**src/rtl/im_fetch_ctrl.sv**
```systemverilog
// Instruction-fetch sequencer: owns the fetch PC, drives the IM address,
// buffers fetched words in a 2-entry queue toward decode, applies redirects.
// Ports:
//   clk, reset              clock, synchronous active-high reset
//   im_pc / im_instr / im_adel   IM address out, combinational data/AdEL in
//   exc_req, eret_req/epc, br_req/br_target   redirect requests (priority order)
//   id_valid/id_ready, id_instr/id_pc/id_adel   decode handshake and head entry
//   fetch_halted            fetch stopped after an AdEL, awaiting a redirect
module im_fetch_ctrl #(
    parameter logic [31:0] RESET_PC  = 32'h0000_3000,
    parameter logic [31:0] EXC_ENTRY = 32'h0000_4180
) (
    input  logic        clk,
    input  logic        reset,
    output logic [31:0] im_pc,
    input  logic [31:0] im_instr,
    input  logic        im_adel,
    input  logic        exc_req,
    input  logic        eret_req,
    input  logic [31:0] epc,
    input  logic        br_req,
    input  logic [31:0] br_target,
    output logic        id_valid,
    input  logic        id_ready,
    output logic [31:0] id_instr,
    output logic [31:0] id_pc,
    output logic        id_adel,
    output logic        fetch_halted
);

    typedef enum logic {
        FETCH = 1'b0,
        HALT  = 1'b1
    } state_t;

    state_t      st;
    logic [31:0] pc;
    logic [31:0] q_instr [2];
    logic [31:0] q_pc    [2];
    logic        q_adel  [2];
    logic        rd_ptr;
    logic        wr_ptr;
    logic [1:0]  count;

    logic        deq;
    logic        enq;
    logic        redir;
    logic [31:0] redir_pc;

    assign im_pc        = pc;
    assign id_valid     = (count != 2'd0);
    assign id_instr     = q_instr[rd_ptr];
    assign id_pc        = q_pc[rd_ptr];
    assign id_adel      = q_adel[rd_ptr];
    assign fetch_halted = (st == HALT);

    assign deq   = id_valid & id_ready;
    assign redir = exc_req | eret_req | br_req;
    // A redirect cycle never enqueues: the word at im_pc is on the dead path.
    assign enq   = (st == FETCH) & ((count < 2'd2) | deq) & ~redir;

    always_comb begin
        redir_pc = br_target;
        if (exc_req)
            redir_pc = EXC_ENTRY;
        else if (eret_req)
            redir_pc = epc;
    end

    always_ff @(posedge clk) begin
        if (reset) begin
            st         <= FETCH;
            pc         <= RESET_PC;
            rd_ptr     <= 1'b0;
            wr_ptr     <= 1'b0;
            count      <= 2'd0;
            q_instr[0] <= 32'h0;
            q_instr[1] <= 32'h0;
            q_pc[0]    <= 32'h0;
            q_pc[1]    <= 32'h0;
            q_adel[0]  <= 1'b0;
            q_adel[1]  <= 1'b0;
        end else if (redir) begin
            st     <= FETCH;
            pc     <= redir_pc;
            rd_ptr <= 1'b0;
            wr_ptr <= 1'b0;
            count  <= 2'd0;
        end else begin
            if (enq) begin
                q_instr[wr_ptr] <= im_adel ? 32'h0 : im_instr;
                q_pc[wr_ptr]    <= pc;
                q_adel[wr_ptr]  <= im_adel;
                wr_ptr          <= ~wr_ptr;
                // The faulting PC is held so it stays visible until redirect.
                if (im_adel)
                    st <= HALT;
                else
                    pc <= pc + 32'd4;
            end
            if (deq)
                rd_ptr <= ~rd_ptr;
            case ({enq, deq})
                2'b10:   count <= count + 2'd1;
                2'b01:   count <= count - 2'd1;
                default: count <= count;
            endcase
        end
    end

endmodule

```
**config.mk**
```make
export PLATFORM = sky130hd
export DESIGN_NAME = im_fetch_ctrl
export DESIGN_NICKNAME = d
export VERILOG_FILES = /design/src/rtl/im_fetch_ctrl.sv
export SDC_FILE = /design/constraint.sdc
export NUM_CORES = 1
export LEC_CHECK = 0
export BUFFER_PORTS_ARGS = -buffer_cell sky130_fd_sc_hd__buf_2
export CAP_MARGIN = 20
export CORE_MARGIN = 3
export CORE_UTILIZATION = 40
export DETAILED_ROUTE_END_ITERATION = 8
export HOLD_SLACK_MARGIN = 0.02
export PLACE_DENSITY = 0.69
export SLEW_MARGIN = 15
export SYNTH_ARGS = -nofsm -noshare
export SYNTH_HDL_FRONTEND = slang
export SYNTH_SLANG_ARGS = --single-unit
```
**constraint.sdc**
```tcl
create_clock -name clk -period 5.32 [get_ports clk]
set_input_delay 0 -clock clk [delete_from_list [all_inputs] [get_ports clk]]
set_output_delay 0 -clock clk [all_outputs]
set_load 0.02 [all_outputs]
```
==> results.md <==
Outcome:
- The run finished with clean final reports.

Detailed routing:
- The via density per instance is 5.112.
- The final routed DRC violation total is 0.
- The wire length per cell after detailed routing is 17.17 um.
- The routed wire length is 21100 um.
- Before antenna repair, the detailed router went through 5 iterations.
- The first routing iteration left 427 violations.
- The total number of vias is 6283.
- The count of antenna-violating nets left after detailed routing is 0.

Layout:
- In the final layout, the multi-input gates occupy 3198 um^2.
- The layout filler cell count is 1738.
- The storage element area is 4668 um^2.
- For this run, the post-layout net count is 1056.
- The post-synthesis to final-layout area growth is 30.15%.
- The repair_antennas step left the layout with diodes totalling 0.
- The layout cell share with drive strength beyond 1 is 0.3340.

Global route:
- Summed over all layers, the global routing overflow is 0.
- The global-route layer with the greatest usage is met2.
- The initial antenna violation count is 0.
- The maximum number of pins on one net before global-route repair is 66.
- The via count of the first global-routing pass is 6120.
- The first global-routing pass estimated 32930 um of wire.
- The global routing usage on met3 is 0.04113.
- For this run, global-route usage on met2 was measured as 0.3076.
- The overall routing resource usage is 0.1921.
- For this run, global-route usage on met1 was measured as 0.2637.

Clock tree:
- The count of cells resized by post-cts repair is 0.
- The number of hold buffers added after CTS is 66.
- Clock tree synthesis selected as its root buffer the cell clkbuf_16.
- The clock latency on the worst-skew pair is 0.43 ns.
- The post-CTS setup-driven buffer insertion count is 0.
- After clock tree synthesis, the clock-pin slew on the worst setup and hold paths is 0.07 ns.
- The TritonCTS clock tree is done.
- The maximum count of clock buffers along a single path is 2.
- The clock tree synthesis step divided the H-tree into 4 levels.
- The tree built by TritonCTS fans out to 168 sinks.
- Clock tree synthesis inserted a total of 17 buffers.

Worst setup path:
- The largest individual stage delay along the critical path comes from the cell nor2b_1.
- Walking the worst path, the cells encountered are nor2b_1 -> nor3_4 -> nand3b_2 -> nand2b_4.
- STA classifies the critical path startpoint as a register.
- The critical path data arrival time is 3.13 ns.
- The required time of the critical path is 5.27 ns.
- In this design, the stage delay of the slowest critical-path cell is 0.82 ns.
- The sort of element at the end of the critical path is a register.
- The worst setup path category is reg -> reg.
- In this run the worst path has a maximum fanout of 65.

Floorplan:
- The floorplan step defined a core boundary enclosing 19650 um^2.
- The die width is 148.3 um.
- During I/O placement, the number of pins put on the boundary was 202.
- The floorplan step set the die height to 148.3 um.
- The floorplan step defined a die boundary enclosing 22000 um^2.
- The initial utilization of the core area, before any placement, comes to 0.4123.
- The number of cell rows is 51.

Synthesis:
- The number of enable flip-flop cells after synthesis is 130.
- The most used flip-flop cell after synthesis is edfxtp_1.
- The register bit count reported by yosys is 168.
- Of the synthesized area, sequential elements account for 0.5756.
- Yosys printed 0 warnings.
- Yosys mapped the design onto 56 distinct sky130hd cell types.
- The post-synth net total is 810.
- The per-instance average area after synthesis is 11.50 um^2.
- The summed instance area of the synthesized netlist is 8104 um^2.
- The share of the synthesized area in the top cell type is 0.4817.
- Synthesis handed over a netlist of 705 instances.
- The library cell with the largest summed area after synthesis is edfxtp_1.
- The fraction of registers with async set or reset after synthesis is 0.
- Sorting the synthesized cells by area gives the leading types as edfxtp_1 48%, dfxtp_1 9.4%, mux2_2 9.0%.

Timing:
- In the finished design, the share of the clock period the worst path needs comes to 0.5976.
- In this run the tightest slew margin relative to its limit is 0.2990.
- The max-slew violation total from the final report is 0.
- The aggregate negative setup slack is 0 ns.
- Setup violations remaining at the end of the flow were counted as 0.
- The clock arrives with 0.01287 ns of skew.
- Setup repair after global routing left no endpoint under its margin.
- The actual transition at the worst max-transition pin is 1.047 ns.
- For the finished layout, the period the worst path requires is 3.179 ns.
- The smallest hold slack is 0.05509 ns.
- The final-report hold violation count was 0.
- For this run, the top clock speed supported by timing is 314.5 MHz.

Job:
- The number of max-capacitance violations reported is 0.

Worst hold path:
- In this run the worst hold path is classified as in -> reg.

Power and ir drop:
- In this run the power density over the cells is 288.0 nW/um^2.
- The total power draw is 3.038 mW.
- The maximum resistive drop on vdd is 0.2116 mV.
- In this run the static leakage power is 4.182 nW.

Placement:
- At the end of routability-driven placement, the weighted congestion stood at 0.7956.
- Input and output buffers added on the ports amount to 201.
- The estimated wirelength of the detail-placed design is 13460 um.
==> stage by stage <==
stage	cells	utilization	setup slack, ns	cell area [um^2]
after detailed placement	1129	0.4718	1.714	9273
after floorplan	705	-	0.8088	8104
after CTS	1227	0.5349	2.110	10510
after global routing	1229	0.5367	1.869	10550
after global placement	1129	0.4718	1.759	9273
final	1229	0.5367	2.141	10550
==> cell usage after synthesis (4+ instances only) <==
master     count
nand3_1       16
mux2_2        65
nor4_1         4
nand2_1       10
nand2b_1      36
nor2_1       111
a21oi_1       36
a22oi_1       24
and2_1        63
o22ai_1       11
inv_1          6
xor2_1        11
dfxtp_1       38
a2bb2oi_1      5
edfxtp_1     130
buf_2          7
o21ai_0       15
and3_1         5
nand4_1        9
nor3_1        15
buf_6          8
clkbuf_1      29
==> where the power goes <==
part           leakage [nW]  internal (mW)  switching [mW]  total, mW
logic                  2.26          0.153           0.189      0.342
registers              1.63           1.47          0.0313       1.50
clock network         0.286          0.691           0.504       1.20
total                  4.18           2.31           0.725       3.04
==> cell usage in the layout, fill, tap and decap left out, drive strengths merged, types with 10 or more instances in the layout <==
cell type and n:
nand2 10, and2 63, edfxtp 130, nand3 16, nand4 10, xor2 11, nor2 111, o21ai 15
buf 207, nor3 17, dlygate4sd3 66, clkbuf 23, inv 10, nand2b 36, a21oi 36, dfxtp 38
o22ai 11, a22oi 24, mux2 65
==> worst max-delay path: cells and delay by family (launching register included) <==
kind / cells / cell delay (ns)
flops: 1 / 0.35
simple gates: 4 / 2.31
==> cell families (layout without fill, tap and decap cells) <==
family / count (synthesis) / after routing / share of synthesized area
simple gates: 294 / 294 / 0.1956
compound gates: 106 / 106 / 0.08337
xor+xnor: 14 / 14 / 0.01513
buf+inv: 53 / 312 / 0.03319
fa+ha+maj: 2 / 2 / 0.003087
mux: 68 / 68 / 0.09402
flops: 168 / 168 / 0.5756
==> final cells by class <==
cell class,count,area share
clock inverter,9,0.005575
sequential,168,0.4426
timing repair buffer,273,0.1654
multi-input combinational,484,0.3032
tap,265,0.03144
clock buffer,23,0.04935
inverter,7,0.002491
==> state kept, by name (all words and copies together), names as in the netlist, named ones only <==
| signal | count |
|---|---|
| count | 2 |
| fetch_halted | 1 |
| im_pc | 32 |
| q_adel | 2 |
| q_instr | 64 |
| q_pc | 64 |
| rd_ptr | 1 |
| wr_ptr | 1 |
==> layer usage <==
layer,part of all wire,vias to the layer above
li1,-,3038
met1,0.45,2995
met2,0.47,225
met3,0.067,25
met4,0.014,0
met5,0,-
==> worst paths after layout <==
kind	slack, ns	cells after the start	start	to
hold / removal	0.06	5	br_target[11]	im_pc[11]
setup reg to reg	2.14	4	count[1]	q_pc[1][14]
hold reg to reg	0.51	2	count[1]	count[1]
setup / recovery	2.14	4	count[1]	q_pc[1][14]
Note: power is estimated with default switching activity, not from simulation.
